`config.mk`:
```
export PLATFORM = sky130hd
export DESIGN_NAME = serial_subtractor_nbit_flat
export DESIGN_NICKNAME = d
export VERILOG_FILES = /design/src/rtl/serial_subtractor_nbit_pkg.sv /design/src/rtl/serial_subtractor_nbit_if.sv /design/src/rtl/serial_subtractor_nbit_full_sub.sv /design/src/rtl/serial_subtractor_nbit.sv /design/src/flat_wrapper.sv
export SDC_FILE = /design/constraint.sdc
export NUM_CORES = 1
export LEC_CHECK = 0
export ABC_CLOCK_PERIOD_IN_PS = 2000
export CAP_MARGIN = 0
export CORE_MARGIN = 5
export CORE_UTILIZATION = 51
export DETAILED_ROUTE_END_ITERATION = 7
export PLACE_DENSITY = 0.89
export SYNTH_ARGS = -nofsm -noshare
export SYNTH_HDL_FRONTEND = slang
export SYNTH_SLANG_ARGS = --single-unit
```
`constraint.sdc`:
```
create_clock -name clk -period 2 [get_ports clk]
set_clock_uncertainty 0.1 [all_clocks]
set_input_delay 0.3 -clock clk [delete_from_list [all_inputs] [get_ports clk]]
set_output_delay 0.3 -clock clk [all_outputs]
set_load 0.01 [all_outputs]
```
`src/rtl/serial_subtractor_nbit_pkg.sv`:
```
// Shared types and helpers for the bit-serial arithmetic blocks.
// Holds the FSM state encoding and the bit-counter width helper.
package serial_arith_pkg;

  typedef enum logic [1:0] {
    IDLE = 2'd0,
    RUN  = 2'd1,
    DONE = 2'd2
  } state_t;

  // A one-bit operand still needs a one-bit counter.
  function automatic int cntWidth(input int n);
    return ($clog2(n) < 1) ? 1 : $clog2(n);
  endfunction

endpackage

```
`src/rtl/serial_subtractor_nbit_if.sv`:
```
// Operand/result handshake bundle for the bit-serial subtractor.
// The producer/consumer side uses master; the subtractor uses slave.
interface serial_subtractor_nbit_if #(
  parameter int N = 4
);

  logic         in_valid;
  logic         in_ready;
  logic [N-1:0] a;
  logic [N-1:0] b;
  logic         bin;
  logic         out_valid;
  logic         out_ready;
  logic [N-1:0] diff;
  logic         bout;

  modport master (
    output in_valid, a, b, bin, out_ready,
    input  in_ready, out_valid, diff, bout
  );

  modport slave (
    input  in_valid, a, b, bin, out_ready,
    output in_ready, out_valid, diff, bout
  );

endinterface

```
`src/rtl/serial_subtractor_nbit_full_sub.sv`:
```
// Combinational 1-bit full subtractor: d = a - b - bin, with the borrow out.
module full_sub (
  input  logic a,
  input  logic b,
  input  logic bin,
  output logic d,
  output logic bout
);

  assign d    = a ^ b ^ bin;
  assign bout = (~a & b) | (~(a ^ b) & bin);

endmodule

```
`src/rtl/serial_subtractor_nbit.sv`:
```
// Bit-serial N-bit unsigned subtractor: one full-subtractor cell, LSB first,
// with valid/ready handshakes on the operand and result sides.
module serial_subtractor_nbit
  import serial_arith_pkg::*;
#(
  parameter int N = 4
) (
  input  logic                     clk,
  input  logic                     rst,
  serial_subtractor_nbit_if.slave  bus
);

  localparam int             CW   = cntWidth(N);
  localparam logic [CW-1:0]  LAST = CW'(N - 1);

  state_t        r_state;
  state_t        w_stateNext;
  logic [N-1:0]  r_aShift;
  logic [N-1:0]  r_bShift;
  logic [N-1:0]  r_diffShift;
  logic [CW-1:0] r_count;
  logic          r_borrow;
  logic          r_bout;
  logic          w_accept;
  logic          w_lastBit;
  logic          w_d;
  logic          w_bo;

  assign w_accept  = bus.in_valid && (r_state == IDLE);
  assign w_lastBit = (r_state == RUN) && (r_count == LAST);

  full_sub u_cell (
    .a    (r_aShift[0]),
    .b    (r_bShift[0]),
    .bin  (r_borrow),
    .d    (w_d),
    .bout (w_bo)
  );

  always_ff @(posedge clk or posedge rst) begin
    if (rst) begin
      r_state <= IDLE;
    end else begin
      r_state <= w_stateNext;
    end
  end

  always_comb begin
    w_stateNext   = r_state;
    bus.in_ready  = 1'b0;
    bus.out_valid = 1'b0;
    case (r_state)
      IDLE: begin
        bus.in_ready = 1'b1;
        if (bus.in_valid) begin
          w_stateNext = RUN;
        end
      end
      RUN: begin
        if (r_count == LAST) begin
          w_stateNext = DONE;
        end
      end
      DONE: begin
        bus.out_valid = 1'b1;
        if (bus.out_ready) begin
          w_stateNext = IDLE;
        end
      end
      default: begin
        w_stateNext = IDLE;
      end
    endcase
  end

  // Each RUN cycle retires one bit; the new difference bit enters at the MSB
  // so after N shifts the result sits right-aligned in r_diffShift.
  always_ff @(posedge clk or posedge rst) begin
    if (rst) begin
      r_aShift    <= '0;
      r_bShift    <= '0;
      r_diffShift <= '0;
      r_count     <= '0;
      r_borrow    <= 1'b0;
      r_bout      <= 1'b0;
    end else if (w_accept) begin
      r_aShift <= bus.a;
      r_bShift <= bus.b;
      r_borrow <= bus.bin;
      r_count  <= '0;
    end else if (r_state == RUN) begin
      r_aShift    <= r_aShift >> 1;
      r_bShift    <= r_bShift >> 1;
      r_diffShift <= (r_diffShift >> 1) | (N'(w_d) << (N - 1));
      r_borrow    <= w_bo;
      r_count     <= r_count + CW'(1);
      if (w_lastBit) begin
        r_bout <= w_bo;
      end
    end
  end

  assign bus.diff = r_diffShift;
  assign bus.bout = r_bout;

endmodule

```
`src/flat_wrapper.sv`:
```
// flat-port wrapper written by rule: the top's interface ports become plain ports
module serial_subtractor_nbit_flat import serial_arith_pkg::*;
#(
  parameter int N = 4
)
  (clk, rst, bus_in_valid, bus_a, bus_b, bus_bin, bus_out_ready, bus_in_ready, bus_out_valid, bus_diff, bus_bout);
  serial_subtractor_nbit_if #(.N(N)) bus_i ();
  input  logic clk;
  input  logic rst;
  input wire logic [$bits(bus_i.in_valid)-1:0] bus_in_valid;
  input wire logic [$bits(bus_i.a)-1:0] bus_a;
  input wire logic [$bits(bus_i.b)-1:0] bus_b;
  input wire logic [$bits(bus_i.bin)-1:0] bus_bin;
  input wire logic [$bits(bus_i.out_ready)-1:0] bus_out_ready;
  output wire logic [$bits(bus_i.in_ready)-1:0] bus_in_ready;
  output wire logic [$bits(bus_i.out_valid)-1:0] bus_out_valid;
  output wire logic [$bits(bus_i.diff)-1:0] bus_diff;
  output wire logic [$bits(bus_i.bout)-1:0] bus_bout;
  assign bus_i.in_valid = bus_in_valid;
  assign bus_i.a = bus_a;
  assign bus_i.b = bus_b;
  assign bus_i.bin = bus_bin;
  assign bus_i.out_ready = bus_out_ready;
  assign bus_in_ready = bus_i.in_ready;
  assign bus_out_valid = bus_i.out_valid;
  assign bus_diff = bus_i.diff;
  assign bus_bout = bus_i.bout;
  serial_subtractor_nbit #(.N(N)) u_core (.clk(clk), .rst(rst), .bus(bus_i));
endmodule
```
==> results.txt, run 1 <==
Worst-Margin Slew - 652 ps
PD cells - 1570 nW/um^2
Synth top area share - 0.516
die area - 2640 sq um
clock root buffer - clkbuf_4
drt drc - 0
initial core utilization - 0.523
fmax - 0.530 GHz
drt via density - 6.02
fillers - 138
hold buffers post-CTS - 0
vias in the first global route - 682
Clock Pin Slew Worst Setup and Hold Paths - 100 ps
Die Wd - 51.4 um
worst-path fanout max - 12
Top delay family on crit path - buffers and inverters
Cells after Synth - 88
Post-CTS Resized - 0
fin util - 0.649
Leak - 0.476 nW
Final Cycle Share - 0.943
Clk Latency, worst-skew pair - 290 ps
CTS tree - done
CTS H-tree depth - 1
antenna viol nets, final - 0
VDD IR max - 0.000847 V
YS warnings - 0
status - finished clean
GRT Util Overall - 0.159
remaining global-route overflow - 0
drt first pass iters - 4
sequential area share after synthesis - 0.516
global routing's busiest layer - met2
Ports - 20
CTS max path bufs - 2
Mapped Avg Cell Area - 9.92 sq um
top post-synthesis cells by area - dfrtp_1 (52%), o22ai_1 (8.6%), nand2_1 (7.3%)
Cells after DPL - 120
Core Area - 1670 sq um
Critical Path End Type - output port
vias - 747
Min Clock Period, post-route - 1890 ps
first-pass GRT wire length - 3090 um
grt met2 use - 0.269
fin nets - 123
Mapped Area - 873 sq um
cts bufs inserted - 3
final hold violations - 0
P&R area growth vs syn - 24.2%
share of layout cells above drive strength 1 - 0.112
Site Rows - 15
Hold Path Class - input pin to async pin
met3 Track Usage GR - 0.0379
initial antenna violation count - 0
Yosys top cell by area - dfrtp_1
number of distinct library cells after synthesis - 24
slowest stage delay, CP - 540 ps
Arr. time, crit path - 1490 ps
Worst Path Buf+Inv - 2
slew margin rel. - 0.565
Iter 0 DRT Violations - 29
unrepaired setup endpoints after global routing - no
gpl congestion - 0.806
met1 GRT Util - 0.199
final wirelength - 1940 um
largest net degree at the start of global routing - 19
Setup CP Type - flip-flop to output port
die height - 51.4 um
DP HPWL - 1360 um
wire length per cell - 15.6 um
Final Non-Filler Cells - 124
crit path launch type - flip-flop
clk sinks - 18
number of diodes - 0
Seq cells post-synth - 18
Post-CTS Setup Inserts - 0
worst r2r src - u_core.r_state[1]
Crit. Startpoint - u_core.r_state[1]
slowest CP cell - clkdlybuf4s50_1
Post-Syn Nets - 103
Slew Limit Fails - 0
Setup-failing EPs final - 0
count of input and output buffers - 19
maxcap violations - 0
CP Cell Sequence - inv_1 -> nor2_1 -> clkdlybuf4s50_1
setup TNS - 0 ps
WP data required - 1600 ps
-- report_power, final --
group	internal (mW)	switching (mW)	total [mW]
combinational	0.372	0.402	0.774
clock	0.111	0.109	0.219
sequential	0.542	0.171	0.713
-- final timing paths --
| check | slack [ps] | endpoint | depth (start not counted) |
|---|---|---|---|
| worst min-delay path | 290 | u_core.bus.diff[2] | 2 |
| worst max register to register | 640 | u_core.r_aShift[1] | 3 |
| worst max-delay path | 110 | bus_out_valid | 3 |
| max in group asynchronous | 1060 | u_core.r_state[0] | 2 |
| worst min register to register | 380 | u_core.bus.diff[0] | 2 |
| min in group clk | 380 | u_core.bus.diff[0] | 2 |
-- layout by cell type, fill, tap and decap left out, types with 2 or more instances in the layout --
master	Yosys	final
clkdlybuf4s50_1	0	19
nand2_1	17	17
dfrtp_1	18	16
o22ai_1	12	12
a21oi_1	8	8
inv_1	5	5
o21ai_0	5	5
nor2_1	4	4
clkbuf_4	0	3
o21ai_1	2	2
dfrtp_2	0	2
-- per-layer routing --
metal  routed length, um  up-vias
li1                    -      347
met3                 133        4
met4                  14        0
met2                 967       31
met1                 820      365
met5                   0        -
-- flip-flops by register name, summed over array words and instances (netlist names) --
name,flops
u_core.bus.diff,4
u_core.r_aShift,4
u_core.r_bShift,4
u_core.r_count,2
u_core.r_state,2
u_core.bus.bout,1
u_core.r_borrow,1
-- stage by stage --
| stage | power [mW] | hold WS [ps] | worst slack, ps | instance area, sq um |
|---|---|---|---|---|
| 3_5_place_dp | 1.48 | 367 | 309 | 1050 |
| 5_1_grt | 1.85 | 340 | 10.6 | 1080 |
| 3_3_place_gp | 1.43 | 358 | 375 | 1050 |
| 6_report | 1.71 | 288 | 114 | 1080 |
| 4_1_cts | 1.71 | 306 | 6.95 | 1080 |
| 2_1_floorplan | 1.24 | 139 | 774 | 873 |
-- synthesized netlist by cell type --
| master | n |
|---|---|
| buf_8 | 1 |
| fa_1 | 1 |
| nor2_1 | 4 |
| ha_1 | 1 |
| buf_4 | 2 |
| buf_6 | 1 |
| or2_4 | 1 |
| buf_2 | 1 |
| and2b_1 | 1 |
| o22ai_1 | 12 |
| o32ai_2 | 1 |
| a221oi_2 | 1 |
| and2b_2 | 1 |
| nand2_1 | 17 |
| inv_1 | 5 |
| nand2b_1 | 1 |
| o31ai_1 | 1 |
| a21oi_1 | 8 |
| o21ai_1 | 2 |
| nand2b_4 | 1 |
| dfrtp_1 | 18 |
| nor2b_1 | 1 |
| o21ai_0 | 5 |
| a31oi_1 | 1 |
-- logic make-up after synthesis --
family          Yosys count  synth area share
compound gates           31             0.223
flops                    18             0.516
buf+inv                  10            0.0745
simple gates             27             0.149
fa+ha+maj                 2            0.0372
-- layout make-up --
class                           instances  area [sq um]  area share
Clock buffer                            4          36.3      0.0334
Timing Repair Buffer                   20           198       0.182
Multi-Input combinational cell         60           358       0.330
Tap cell                               17          21.3      0.0196
Inverter                                5          18.8      0.0173
Sequential cell                        18           453       0.418
(Power assumes the default switching activity.)
==> run 2: changes to the inputs <==
CORE_MARGIN = 2   (was 5)
SYNTH_HIERARCHICAL = 1   (was not set)
==> run 2 against run 1 <==
Utilization up 9.0 points. Count of clock-buffer cells in the layout unchanged. Worst hold slack got worse by 65 ps. Clock power is essentially flat. First-iteration DRC count down 55%. Sequential share of layout area is 2.0 points lower. Combinational power up 14%. Critical path depth is the same.
==> results.txt, run 2 <==
PD cells - 1560 nW/um^2 (-0.72%)
Place WS - 251 ps (-57.7 ps)
Post-DP Area - 1070 sq um (+2.2%)
Min Clock Period, post-route - 1910 ps (+27.0 ps)
initial antenna violation count - 0 (unchanged)
fmax - 0.523 GHz (-1.4%)
Slew Limit Fails - 0 (unchanged)
Synth top area share - 0.527 (+0.0113)
fillers - 116 (-16%)
remaining global-route overflow - 0 (unchanged)
Min Hold Slack - 223 ps (-64.8 ps)
VDD IR max - 0.00105 V (+24%)
largest net degree at the start of global routing - 19 (unchanged)
die height - 44.9 um (-13%)
clk sinks - 18 (unchanged)
CTS tree - done
GRT Util Overall - 0.188 (+0.0285)
final worst slack - 87.3 ps (-27.0 ps)
Yosys top cell by area - dfrtp_1
vias in the first global route - 627 (-8.1%)
CP Cell Sequence - nand2b_1 -> inv_1 -> clkdlybuf4s50_1
most frequent cells in the layout - clkdlybuf4s50_1 (18), dfrtp_1 (16), inv_1 (13)
fin nets - 116 (-5.7%)
clock root buffer - clkbuf_4
Critical Path End Type - output port
count of input and output buffers - 19 (unchanged)
EDFF count, synth - 0 (unchanged)
Cells after Synth - 73 (-17%)
Arr. time, crit path - 1510 ps (+20 ps)
Setup-failing EPs final - 0 (unchanged)
crit path launch type - flip-flop
status - finished clean
unrepaired setup endpoints after global routing - no
Final Cycle Share - 0.956 (+0.0135)
gpl congestion - 0.782 (-3.0%)
drt drc - 0 (unchanged)
drt via density - 5.67 (-5.8%)
Iter 0 DRT Violations - 13 (-55%)
Post-Syn Nets - 88 (-15%)
die area - 2020 sq um (-24%)
Setup CP Type - flip-flop to output port
asr flop ratio synth - 1.00 (unchanged)
drt first pass iters - 4 (unchanged)
Worst-Margin Slew - 546 ps (-106 ps)
setup TNS - 0 ps (unchanged)
Hold Path Class - input pin to async pin
most common cell after layout, fill and taps aside - clkdlybuf4s50_1
most instantiated library cell after synthesis - dfrtp_1
vias - 658 (-12%)
slew margin rel. - 0.635 (+0.0702)
first-pass GRT wire length - 2730 um (-12%)
Clock Pin Slew Worst Setup and Hold Paths - 100 ps (about the same)
cts bufs inserted - 3 (unchanged)
post-route cell area - 1140 sq um (+5.1%)
YS warnings - 6 (+6)
Leak - 0.532 nW (+12%)
Site Rows - 14 (-1)
slowest CP cell - clkdlybuf4s50_1
wire length per cell - 14.7 um (-5.7%)
slowest stage delay, CP - 530 ps (about the same)
Ports - 20 (unchanged)
Mapped Area - 855 sq um (-2.1%)
worst-path fanout max - 6 (-6)
final wirelength - 1710 um (-12%)
initial core utilization - 0.554 (+0.0315)
number of diodes - 0 (unchanged)
P&R area growth vs syn - 33.4%
number of distinct library cells after synthesis - 22 (-8.3%)
Core Area - 1540 sq um (-7.7%)
sequential area share after synthesis - 0.527 (+0.0113)
DP HPWL - 1170 um (-14%)
share of layout cells above drive strength 1 - 0.210 (+0.0979)
CTS H-tree depth - 1 (unchanged)
WP data required - 1600 ps (about the same)
top post-synthesis cells by area - dfrtp_1 (53%), mux2_2 (7.9%), inv_1 (5.7%)
Seq cells post-synth - 18 (unchanged)
antenna viol nets, final - 0 (unchanged)
Clk Latency, worst-skew pair - 290 ps (about the same)
Die Wd - 44.9 um (-13%)
maxcap violations - 0 (unchanged)
CTS max path bufs - 2 (unchanged)
synth cell count leaders - dfrtp_1 (18), inv_1 (13), mux2_2 (6)
final hold violations - 0 (unchanged)
Mapped Avg Cell Area - 11.7 sq um (+18%)
Main synth FF type - dfrtp_1
## run 2: cell types whose count changed in the layout (fill, tap and decap cells not counted), moves of 4 or more
| cell | delta |
|---|---|
| o21ai_0 | -4 |
| o22ai_1 | -12 |
| inv_1 | +8 |
| a21oi_1 | -7 |
| nand2_1 | -17 |
| nor4b_1 | +5 |
| buf_4 | +8 |
| mux2_2 | +6 |
| nor3b_1 | +5 |
| a211oi_1 | +5 |
## run 2: area by class of cell
cell class,count,area [sq um],area share
Clock buffer,4,36.3,0.0318
Timing Repair Buffer,28,260,0.228
Multi-Input combinational cell,37,322,0.282
Inverter,13,48.8,0.0428
Sequential cell,18,453,0.397
Tap cell,16,20.0,0.0176
## run 2: cells by family (layout without fill, tap and decap cells)
family / count (synthesis) / after routing / share of synthesized area
and+or+nand+nor: 16 / 16 / 0.138
buffers and inverters: 18 / 45 / 0.0966
adders and majority gates: 2 / 2 / 0.0381
DFF: 18 / 18 / 0.527
AOI/OAI and AO/OA: 13 / 13 / 0.122
muxes: 6 / 6 / 0.0791
## run 2: through the flow
stage,utilization,cells,power (mW)
floorplan,-,73,1.23
global placement,0.693,108,1.47
detailed placement,0.693,108,1.51
CTS,0.723,113,1.76
global route,0.739,116,1.91
finish,0.739,116,1.78
## run 2: power breakdown
group | leakage [nW] | switching (mW) | internal, mW
logic | 0.298 | 0.380 | 0.505
registers | 0.213 | 0.127 | 0.550
clock network | 0.0210 | 0.107 | 0.111
total | 0.532 | 0.614 | 1.17
## run 2: worst paths after layout
check | from | endpoint | slack (ps) | depth (start not counted)
max | u_core/r_state[0] | bus_out_valid | 90 | 3
min | rst | u_core/r_bShift[0] | 220 | 3
max reg2reg | u_core/r_state[0] | u_core/r_bShift[0] | 360 | 4
min reg2reg | u_core/r_bShift[3] | u_core/r_bShift[3] | 410 | 1
max in group asynchronous | rst | u_core/r_state[1] | 1360 | 3
min in group clk | u_core/r_bShift[3] | u_core/r_bShift[3] | 410 | 1
## run 2: critical path, delay by kind of cell, from the launching register on
| family | cells | cell delay [ps] |
|---|---|---|
| flops | 1 | 460 |
| buf+inv | 2 | 590 |
| simple gates | 1 | 180 |
## run 2: layer usage
metal  wire length [um]  vias to the layer above  part of all wire  GRT usage
met3                109                        2             0.064     0.0240
li1                   -                      313                 -          -
met4                 10                        0            0.0059     0.0706
met1                726                      317              0.43      0.241
met2                862                       26              0.50      0.323
met5                  0                        -                 0          0
## run 2: timing repair
action	4_1_cts	5_1_grt
buffers inserted	1	3
hold buffers	0	0
endpoints found under the setup margin	2	1
gates cloned	0	0
hold endpoints to repair	0	0
gates resized for setup	2	1
==> run 3: changes to the inputs <==
GPL_TIMING_DRIVEN = 0   (was not set)
==> run 3 against run 2 <==
Sequential power down 2%. Sequential cell count is the same. Cell count down 5.2%. Via count fell by 7.9%. Sequential share of layout area rose by 1.9 points. Fmax increased by 0.76%. Critical path type unchanged. Largest power group unchanged.
==> results.txt, run 3 (synthesis gave the netlist of run 2 again) <==
die area - 2020 sq um (unchanged)
clock root buffer - clkbuf_4
Worst Path Buf+Inv - 2 (unchanged)
slew margin rel. - 0.548 (-0.0872)
Critical Path End Type - output port
fin nets - 111 (-4.3%)
post-route cell area - 1090 sq um (-4.7%)
Clock Pin Slew Worst Setup and Hold Paths - 100 ps (about the same)
Tot Pwr - 1.70 mW (-4.6%)
crit path launch type - flip-flop
Final Cycle Share - 0.949 (-0.00724)
drt drc - 0 (unchanged)
GRT Util Overall - 0.178 (-0.0104)
vias in the first global route - 584 (-6.9%)
most frequent cells in the layout - clkdlybuf4s50_1 (18), dfrtp_1 (17), inv_1 (13)
met3 Track Usage GR - 0.0360 (+0.0120)
Crit. Startpoint - u_core/r_state[0]
Iter 0 DRT Violations - 19 (+6)
largest net degree at the start of global routing - 19 (unchanged)
FF+latch area - 452 sq um (-0.28%)
count of input and output buffers - 18 (-1)
unrepaired setup endpoints after global routing - no
fillers - 123 (+6.0%)
fin util - 0.705 (-0.0349)
share of layout cells above drive strength 1 - 0.170 (-0.0398)
met1 GRT Util - 0.256 (+0.0144)
maxcap violations - 0 (unchanged)
cts bufs inserted - 3 (unchanged)
footprint of the multi-input gates - 329 sq um (+2.3%)
final wirelength - 1510 um (-11%)
worst-path fanout max - 7 (+1)
Setup-failing EPs final - 0 (unchanged)
P&R area growth vs syn - 27.1%
Leak - 0.489 nW (-8.1%)
PD cells - 1560 nW/um^2 (about the same)
grt met2 use - 0.280 (-0.0429)
Ports - 20 (unchanged)
status - finished clean
global routing's busiest layer - met2
final hold violations - 0 (unchanged)
Die Wd - 44.9 um (unchanged)
slowest stage delay, CP - 520 ps (about the same)
most common cell after layout, fill and taps aside - clkdlybuf4s50_1
remaining global-route overflow - 0 (unchanged)
Setup CP Type - flip-flop to output port
drt via density - 5.51 (-2.9%)
Site Rows - 14 (unchanged)
first-pass GRT wire length - 2630 um (-3.6%)
worst r2r src - u_core/r_aShift[0]
Post-DP Area - 1050 sq um (-1.3%)
Hold Path Class - input pin to async pin
fmax - 0.527 GHz (+0.76%)
wire length per cell - 13.7 um (-6.6%)
Min Clock Period, post-route - 1900 ps (-14.5 ps)
Slew Limit Fails - 0 (unchanged)
drt first pass iters - 4 (unchanged)
gpl congestion - 0.743 (-5.0%)
DP HPWL - 1110 um (-4.6%)
Arr. time, crit path - 1500 ps (about the same)
number of diodes - 0 (unchanged)
clk sinks - 18 (unchanged)
slowest CP cell - clkdlybuf4s50_1
Worst-Margin Slew - 677 ps (+131 ps)
antenna viol nets, final - 0 (unchanged)
initial core utilization - 0.554 (unchanged)
die height - 44.9 um (unchanged)
vias - 606 (-7.9%)
WP data required - 1600 ps (about the same)
initial antenna violation count - 0 (unchanged)
CTS H-tree depth - 1 (unchanged)
CTS tree - done
Core Area - 1540 sq um (unchanged)
VDD IR max - 0.000856 V (-18%)
Top delay family on crit path - buffers and inverters
setup TNS - 0 ps (unchanged)
Clk Latency, worst-skew pair - 280 ps (about the same)
Post-CTS Setup Inserts - 0 (-1)
CP Cell Sequence - nand2b_1 -> inv_1 -> clkdlybuf4s50_1
CTS max path bufs - 2 (unchanged)
run 3: changes by cell type in the layout (fill, tap and decap cells not counted):
cell and delta:
buf_6 +1, clkbuf_8 -1, nor2_1 -1, dfrtp_1 +1, buf_2 +2, dlymetal6s2s_1 -1, nor2_4 +1, buf_4 -8
dfrtp_2 -1, clkbuf_2 +1
run 3: area by class of cell:
cell class | count | share of cell area
sequential | 18 | 0.416
multi-input combinational | 37 | 0.303
timing repair buffer | 18 | 0.166
inverter | 13 | 0.0449
buffer | 5 | 0.0311
clock buffer | 3 | 0.0207
tap | 16 | 0.0184
run 3: repair_timing:
| item | in CTS | in global routing |
|---|---|---|
| hold buffers | 0 | 0 |
| resized for setup | 1 | 2 |
| endpoints found under the setup margin | 1 | 1 |
| gates cloned | 0 | 0 |
run 3: metrics by stage:
| stage | setup WS (ps) | hold WS, ps | cells |
|---|---|---|---|
| finish | 102 | 306 | 110 |
| global route | 24.2 | 319 | 110 |
| CTS | 28.1 | 301 | 110 |
| detailed placement | 273 | 385 | 107 |
| global placement | 282 | 379 | 107 |
| floorplan | 644 | 139 | 73 |
run 3: worst register-to-register path: cells and delay by family (launching register included):
family	cells	cell delay, ps
adders and majority gates	1	430
AOI/OAI and AO/OA	1	310
buffers and inverters	2	130
DFF	1	420
run 3: path summary, 6_finish.rpt:
kind | endpoint | slack [ps] | cells past startpoint
setup / recovery | bus_out_valid | 100 | 3
min in group clk | u_core/r_bShift[3] | 310 | 2
max in group asynchronous | u_core/r_state[0] | 1010 | 2
setup reg to reg | u_core/r_borrow | 500 | 4
hold / removal | u_core/bus.diff[3] | 310 | 2
hold reg to reg | u_core/r_aShift[3] | 400 | 1
run 3: power by group:
| part | internal (mW) | total [mW] | switching, mW | leakage, nW |
|---|---|---|---|---|
| sequential | 0.548 | 0.667 | 0.118 | 0.215 |
| clock | 0.0697 | 0.172 | 0.102 | 0.0138 |
| combinational | 0.478 | 0.859 | 0.381 | 0.260 |
run 3: layer usage:
metal	routed length, um	vias up
met5	0	-
met3	81	0
met4	0	0
met2	739	18
li1	-	299
met1	691	289
